`config.mk`:
```
export PLATFORM = sky130hd
export DESIGN_NAME = argmax_readout_sequencer_flat
export DESIGN_NICKNAME = d
export VERILOG_FILES = /design/src/rtl/argmax_readout_sequencer_if.sv /design/src/rtl/argmax_readout_sequencer.sv /design/src/flat_wrapper.sv
export SDC_FILE = /design/constraint.sdc
export NUM_CORES = 1
export LEC_CHECK = 0
export ABC_CLOCK_PERIOD_IN_PS = 1300
export BUFFER_PORTS_ARGS = -buffer_cell sky130_fd_sc_hd__buf_4
export CAP_MARGIN = 30
export CORE_ASPECT_RATIO = 0.75
export CORE_MARGIN = 2
export CORE_UTILIZATION = 34
export CTS_BUF_LIST = sky130_fd_sc_hd__clkbuf_8
export DETAILED_ROUTE_END_ITERATION = 10
export PLACE_DENSITY = 0.89
export SYNTH_ARGS = -nofsm -noshare
export SYNTH_HDL_FRONTEND = slang
export SYNTH_SLANG_ARGS = --single-unit
```
`constraint.sdc`:
```
create_clock -name clk -period 1.3 [get_ports clk]
set_input_delay 0.065 -clock clk [delete_from_list [all_inputs] [get_ports clk]]
set_output_delay 0.065 -clock clk [all_outputs]
set_load 0.02 [all_outputs]
```
`src/rtl/argmax_readout_sequencer_if.sv`:
```
// SRAM read bus and result handshake shared by the readout sequencer and its neighbours.
// The master side belongs to the sequencer; the slave side belongs to the SRAM and the host.
interface argmax_readout_sequencer_if #(
    parameter int WIDTH               = 8,
    parameter int N                   = 8,
    parameter int SERIAL_ARGMAX_WIDTH = 4,
    parameter int ADDR_WIDTH          = 4
);
    logic                           mem_ren;
    logic [ADDR_WIDTH-1:0]          mem_raddr;
    logic [N*WIDTH-1:0]             mem_rdata;
    logic                           result_valid;
    logic                           result_ready;
    logic [SERIAL_ARGMAX_WIDTH-1:0] result_class;
    logic signed [WIDTH-1:0]        result_max;

    modport master (
        output mem_ren,
        output mem_raddr,
        input  mem_rdata,
        output result_valid,
        output result_class,
        output result_max,
        input  result_ready
    );

    modport slave (
        input  mem_ren,
        input  mem_raddr,
        output mem_rdata,
        input  result_valid,
        input  result_class,
        input  result_max,
        output result_ready
    );
endinterface

```
`src/rtl/argmax_readout_sequencer.sv`:
```
// Streams G groups of N logits from the output SRAM into the serial-parallel argmax unit,
// then holds the winning class and max logit on a valid/ready result port.
module argmax_readout_sequencer #(
    parameter int   WIDTH               = 8,
    parameter int   N                   = 8,
    parameter int   SERIAL_ARGMAX_WIDTH = 4,
    parameter int   ADDR_WIDTH          = 4,
    localparam int  GROUP_WIDTH         = SERIAL_ARGMAX_WIDTH - $clog2(N)
) (
    input  logic                               clk,
    input  logic                               rst,
    input  logic                               start,
    input  logic [ADDR_WIDTH-1:0]              base_addr,
    input  logic [GROUP_WIDTH-1:0]             num_groups_m1,
    output logic                               busy,
    argmax_readout_sequencer_if.master         bus,
    output logic                               argmax_clear,
    output logic                               argmax_enable,
    output logic [N*WIDTH-1:0]                 argmax_data,
    input  logic [SERIAL_ARGMAX_WIDTH-1:0]     argmax_in,
    input  logic signed [WIDTH-1:0]            max_in
);

    localparam logic [2:0] IDLE    = 3'd0;
    localparam logic [2:0] CLEAR   = 3'd1;
    localparam logic [2:0] READ    = 3'd2;
    localparam logic [2:0] DRAIN   = 3'd3;
    localparam logic [2:0] CAPTURE = 3'd4;
    localparam logic [2:0] HOLD    = 3'd5;

    // Group address relative to base; the SRAM address space wraps.
    function automatic logic [ADDR_WIDTH-1:0] wrap_addr(
        input logic [ADDR_WIDTH-1:0]  base,
        input logic [GROUP_WIDTH-1:0] k
    );
        return base + ADDR_WIDTH'(k);
    endfunction

    logic [2:0]                     state;
    logic [2:0]                     state_nxt;
    logic [ADDR_WIDTH-1:0]          base_q;
    logic [GROUP_WIDTH-1:0]         ngm1_q;
    logic [GROUP_WIDTH-1:0]         grp_cnt;
    logic                           vld_p0;
    logic                           vld_p1;
    logic                           result_valid_q;
    logic [SERIAL_ARGMAX_WIDTH-1:0] result_class_q;
    logic signed [WIDTH-1:0]        result_max_q;

    always_comb begin
        state_nxt = state;
        case (state)
            IDLE:    if (start) state_nxt = CLEAR;
            CLEAR:   state_nxt = READ;
            READ:    if (grp_cnt == ngm1_q) state_nxt = DRAIN;
            DRAIN:   state_nxt = CAPTURE;
            CAPTURE: state_nxt = HOLD;
            HOLD:    if (result_valid_q && bus.result_ready) state_nxt = IDLE;
            default: state_nxt = IDLE;
        endcase
    end

    always_ff @(posedge clk) begin
        if (rst) begin
            state   <= IDLE;
            grp_cnt <= '0;
        end else begin
            state <= state_nxt;
            if (state == READ)
                grp_cnt <= grp_cnt + GROUP_WIDTH'(1);
            else
                grp_cnt <= '0;
        end
    end

    // Request parameters are latched once per readout and never need a reset.
    always_ff @(posedge clk) begin
        if (state == IDLE && start) begin
            base_q <= base_addr;
            ngm1_q <= num_groups_m1;
        end
    end

    // Stage p0: read issue
    assign vld_p0        = (state == READ);
    assign bus.mem_ren   = vld_p0;
    assign bus.mem_raddr = wrap_addr(base_q, grp_cnt);

    // Stage p1: SRAM data returns, argmax unit consumes it
    always_ff @(posedge clk) begin
        if (rst)
            vld_p1 <= 1'b0;
        else
            vld_p1 <= vld_p0;
    end

    assign argmax_enable = vld_p1;
    assign argmax_data   = bus.mem_rdata;
    assign argmax_clear  = rst | (state == CLEAR);

    // Result register: filled in CAPTURE, held until the host takes it.
    always_ff @(posedge clk) begin
        if (rst) begin
            result_valid_q <= 1'b0;
            result_class_q <= '0;
            result_max_q   <= '0;
        end else if (state == CAPTURE) begin
            result_valid_q <= 1'b1;
            result_class_q <= argmax_in;
            result_max_q   <= max_in;
        end else if (state == HOLD && bus.result_ready) begin
            result_valid_q <= 1'b0;
        end
    end

    assign bus.result_valid = result_valid_q;
    assign bus.result_class = result_class_q;
    assign bus.result_max   = result_max_q;
    assign busy             = (state != IDLE);

endmodule

```
`src/flat_wrapper.sv`:
```
// flat-port wrapper written by rule: the top's interface ports become plain ports
module argmax_readout_sequencer_flat 
#(
    parameter int   WIDTH               = 8,
    parameter int   N                   = 8,
    parameter int   SERIAL_ARGMAX_WIDTH = 4,
    parameter int   ADDR_WIDTH          = 4,
    localparam int  GROUP_WIDTH         = SERIAL_ARGMAX_WIDTH - $clog2(N)
)
  (clk, rst, start, base_addr, num_groups_m1, busy, argmax_clear, argmax_enable, argmax_data, argmax_in, max_in, bus_mem_ren, bus_mem_raddr, bus_mem_rdata, bus_result_valid, bus_result_class, bus_result_max, bus_result_ready);
  argmax_readout_sequencer_if #(.WIDTH(WIDTH), .N(N), .SERIAL_ARGMAX_WIDTH(SERIAL_ARGMAX_WIDTH), .ADDR_WIDTH(ADDR_WIDTH)) bus_i ();
  input  logic clk;
  input  logic rst;
  input  logic start;
  input  logic [ADDR_WIDTH-1:0] base_addr;
  input  logic [GROUP_WIDTH-1:0] num_groups_m1;
  output logic busy;
  output logic argmax_clear;
  output logic argmax_enable;
  output logic [N*WIDTH-1:0] argmax_data;
  input  logic [SERIAL_ARGMAX_WIDTH-1:0] argmax_in;
  input  logic signed [WIDTH-1:0] max_in;
  output wire logic [$bits(bus_i.mem_ren)-1:0] bus_mem_ren;
  output wire logic [$bits(bus_i.mem_raddr)-1:0] bus_mem_raddr;
  input wire logic [$bits(bus_i.mem_rdata)-1:0] bus_mem_rdata;
  output wire logic [$bits(bus_i.result_valid)-1:0] bus_result_valid;
  output wire logic [$bits(bus_i.result_class)-1:0] bus_result_class;
  output wire logic [$bits(bus_i.result_max)-1:0] bus_result_max;
  input wire logic [$bits(bus_i.result_ready)-1:0] bus_result_ready;
  assign bus_mem_ren = bus_i.mem_ren;
  assign bus_mem_raddr = bus_i.mem_raddr;
  assign bus_i.mem_rdata = bus_mem_rdata;
  assign bus_result_valid = bus_i.result_valid;
  assign bus_result_class = bus_i.result_class;
  assign bus_result_max = bus_i.result_max;
  assign bus_i.result_ready = bus_result_ready;
  argmax_readout_sequencer #(.WIDTH(WIDTH), .N(N), .SERIAL_ARGMAX_WIDTH(SERIAL_ARGMAX_WIDTH), .ADDR_WIDTH(ADDR_WIDTH)) u_core (.clk(clk), .rst(rst), .start(start), .base_addr(base_addr), .num_groups_m1(num_groups_m1), .busy(busy), .bus(bus_i), .argmax_clear(argmax_clear), .argmax_enable(argmax_enable), .argmax_data(argmax_data), .argmax_in(argmax_in), .max_in(max_in));
endmodule
```
# Word level (Yosys, flattened, before mapping)
# Index checks and enable logic that the tools add are counted.
# word_totals
regBits,23
in_bits,85
output_inout_bits,85
# op_classes
addsub,2
eq_ne,9
n_mux,6
bitwise,2
reduce_logical,8
# ops
cell,count
$pmux W3 S6,1
$mux W3,3
$eq A3 B2 Y1 const B,2
$eq A3 B3 Y1 const B,2
$add A4 B1 Y4,1
$ne A2 B1 Y1 const B,2
$eq A3 B1 Y1 const B,1
$logic_and A1 B1 Y1,3
$logic_not A3 Y1,1
$reduce_and A3 Y1,1
$reduce_bool A3 Y1,1
$mux W1,2
$ne A2 B2 Y1 const B,1
$reduce_bool A2 Y1,1
$reduce_or A2 Y1,1
$add A1 B1 Y1 const B,1
$eq A1 B1 Y1,1
$not A1 Y1,1
$or A1 B1 Y1,1

# Longest topological paths before layout
# logic_depth
depth_word,4
depth_mapped,5

# Worst setup path after synthesis
# No wires, ideal clock.
# synth_path
path_type,register -> register
start,register u_core.state[2]
end,register u_core.state[0]
setup_time_ns,0.134
arrival_time_ns,1.118
required_time_ns,1.166
path_slack_ns,0.048
path_stages_with_launch,5
n_path_buf,1
period_less_slack_ns,1.252
path_cell_list,dfxtp_1 > buf_6 > or3_2 > nor2_1 > a211oi_1
# synth_via
elab_chain_len,3
# synth_lines
element,line_no,text
from (decl),argmax_readout_sequencer.sv:39,logic [2:0] state;
from (signal assigned),argmax_readout_sequencer.sv:68,state <= state_nxt;
"$eq A3 B3 Y1, or another cell as far along",argmax_readout_sequencer.sv:52,case (state)
$ne A2 B1 Y1 (no source line) / $ne A2 B2 Y1 (equally long branches),-,
$reduce_and A3 Y1 (no source line),-,
# Several ways; a longest one is shown, not always the timed one.
# A chain may end at the register's enable or synchronous reset.

# Final worst setup path
# layout_path
start,register u_core.base_q[0]
end,output port bus_mem_raddr[2]
# layout_via
elab_chain_len,1
# layout_lines
element,line_no,text
from (decl),argmax_readout_sequencer.sv:41,logic [ADDR_WIDTH-1:0] base_q;
from (signal assigned),argmax_readout_sequencer.sv:79,base_q <= base_addr;
$add A4 B1 Y4,argmax_readout_sequencer.sv:36,return base + ADDR_WIDTH'(k);
to (decl),flat_wrapper.sv:24,output wire logic [$bits(bus_i.mem_raddr)-1:0] bus_mem_raddr;
# No other way between the ends.

==> qor.txt <==
final hold viol count: 0
DRT Wirelength: 2.74 mm
Inst Count DP: 190
Hold Crit Start: argmax_in[2]
maximum number of pins on one net before global-route repair: 20
CP Capture Type: primary output
Worst EP required: 1.24 ns
root buf cell: clkbuf_8
Routed Antenna Nets: 0
DRT iter0 DRCs: 14
WL/cell: 13.7 um
CTS tree: done
failing checks: setup timing
Syn Nets: 250
reg-to-reg endpoint: u_core.bus.result_max[0]
clock latency on the worst-skew pair: 0.26 ns
unrepaired setup endpoints after global routing: yes
Slew @ Worst Pin: 0.243 ns
met2 Resource Use GR: 17.5%
initial antenna violation count: 0
Layout area overhead: -0.879%
RD Place Congestion: 0.771
Max IR drop VDD: 0.000572 V
Synth top area share: 34.3%
grt met3 use: 9.67%
Critical Path Max Stage Delay: 0.39 ns
Syn Inst Count: 163
fmax: 733 MHz
critical path, cell by cell: ha_2, ha_4, xor2_1, buf_4
grt ovf: 0
Max-Cap Viols: 0
die area: 4730 um^2
CP Launch Type: flop
Tcrit/Tclk final: 105%
Die X-Extent: 78.7 um
area of the multi-input gates: 378 um^2
worst-case reg-to-reg path depth: 4
CP Max Fanout: 2
DRC violations left: 0
Worst EP arrival: 1.30 ns
Initial DRT Pass Iterations: 4
total CTS buffers: 3
Unique masters post-synth: 24
flop-to-flop setup slack: 0.06 ns
Final Max Slew Viols: 0
reg2reg start: u_core.state[2]
hpwl dp: 2.05 mm
I/O pin total: 170
total track usage: 11.6%
vias in the first global route: 862
register area: 520 um^2
Final WS setup: -0.0651 ns
CTS H-tree lvls: 1
total power: 2250 uW
Antenna Cells: 0
Crit Path Class: flop to primary output
Power Density: 1600 nW/um^2
share of layout cells above drive strength 1: 40.7%
static leakage power: 0.000574 uW
Die Height: 60.0 um
final setup vio count: 2
CTS max path bufs: 2
vias per cell: 4.34
Cell Rows: 20
commonest non-fill, non-tap cell in the layout: buf_4
slew margin rel.: 83.7%
starting density of the core: 35.3%
Min-Delay Path Class: primary input to flop
fin cells: 200
count of buffers from port buffering: 41
Filler Cell Count: 420
first-pass GRT wire length: 4.08 mm
commonest non-fill, non-tap cells in the layout: buf_4, nand2_1, a21oi_1, dfxtp_1
Yosys reg bits: 23
status: finished, violations left
gr busiest metal: met2
Reg clk slew, reported paths: 0.08 ns
Hold Path Depth: 3
post-route minimum period: 1.37 ns
Slowest-stage cell, CP: edfxtp_1
clock sinks: 23
core area: 4030 um^2
YS warnings: 0
Seq/Total Area, Yosys: 35.9%
Synth area leader: buf_4
met1 Usage GRT: 11.0%
hold endpoint: u_core.bus.result_class[2]
final net count: 233
Area contributors post-synth: buf_4, dfxtp_1, edfxtp_1
mapped cell area: 1420 um^2
synthesized area per cell: 8.74 um^2
Clock Skews: 0.00479 ns
vias: 867
[synthesized netlist by cell type]
| cell type | n |
|---|---|
| a31o_2 | 1 |
| and3_1 | 1 |
| ha_1 | 2 |
| a21oi_1 | 14 |
| or3b_4 | 1 |
| edfxtp_1 | 5 |
| nor2_1 | 5 |
| a211oi_1 | 1 |
| nand2_2 | 2 |
| xor2_1 | 1 |
| nand3_1 | 4 |
| a31oi_1 | 1 |
| nand2_1 | 25 |
| buf_6 | 3 |
| nor3_1 | 2 |
| clkbuf_8 | 1 |
| dfxtp_1 | 18 |
| nor3b_4 | 1 |
| nand3b_1 | 1 |
| or3_2 | 1 |
| xnor2_1 | 3 |
| inv_1 | 3 |
| buf_4 | 65 |
| clkbuf_1 | 2 |
[registers in the layout, indices dropped and copies added (netlist names)]
| name | count |
|---|---|
| u_core.bus.result_class | 4 |
| u_core.ngm1_q | 1 |
| u_core.argmax_enable | 1 |
| u_core.grp_cnt | 1 |
| u_core.base_q | 4 |
| u_core.state | 3 |
| u_core.bus.result_max | 8 |
| u_core.bus.result_valid | 1 |
[repair_timing]
item,CTS,global route
pin swaps,1,1
resized for setup,12,0
setup buffers,1,0
hold buffers,5,0
cloned,0,0
endpoints found under the setup margin,5,3
endpoints found under the hold margin,5,0
[per-layer routing]
metal	vias to the layer above	part of all wire, %	routed length, um
met5	-	0	0
met4	0	2.1	58
met3	8	17	454
met2	66	45	1220
met1	377	37	1000
li1	416	-	-
[logic make-up after synthesis]
kind of cell / Yosys count / synth area share, %
simple gates: 43 / 14.5
buf+inv: 74 / 38.9
xor+xnor: 4 / 2.46
flops: 23 / 35.9
fa+ha+maj: 2 / 1.76
compound gates: 17 / 6.50
[worst max-delay path by stage]
stage,start,end,slack [ns]
after global routing,u_core.base_q[0],bus_mem_raddr[2],-0.1
after CTS,u_core.base_q[0],bus_mem_raddr[2],-0.07
final,u_core.base_q[0],bus_mem_raddr[2],-0.07
after global placement,u_core.state[2],u_core.bus.result_max[2],0.10
after floorplan,u_core.state[2],u_core.state[0],0.05
after detailed placement,u_core.state[2],u_core.bus.result_max[6],0.05
[per-stage QoR]
step | hold slack, ns | cell area (um^2) | TNS [ns] | utilization (%) | worst slack [ns]
final | 0.0492 | 1410 | -0.0781 | 35.0 | -0.0651
after global placement | 0.130 | 1270 | 0 | 31.6 | 0.101
after global routing | 0.0429 | 1410 | -0.220 | 35.0 | -0.0999
after floorplan | 0.164 | 1420 | 0 | - | 0.0485
after CTS | 0.0419 | 1410 | -0.0926 | 35.0 | -0.0672
after detailed placement | 0.130 | 1270 | 0 | 31.6 | 0.0471
[critical path: cells and delay by family, from the launching register on]
| family | cells | cell delay, ns |
|---|---|---|
| xor gates and xnor gates | 1 | 0.13 |
| DFF | 1 | 0.39 |
| adders and majority gates | 2 | 0.37 |
| buffers and inverters | 1 | 0.16 |
[power by group]
part           internal (uW)  switching (uW)  leakage [uW]
clock network            210             205     0.0000269
registers                871             119      0.000195
logic                    416             434      0.000352
[final cells by class]
type                            count  area share (%)
Inverter                            3           0.798
Tap cell                           55            4.88
Sequential cell                    23            36.9
Clock inverter                      1           0.266
Clock buffer                        3            2.93
Timing Repair Buffer               49            27.5
Multi-Input combinational cell     66            26.8
Note: power is estimated with default switching activity, not from simulation.
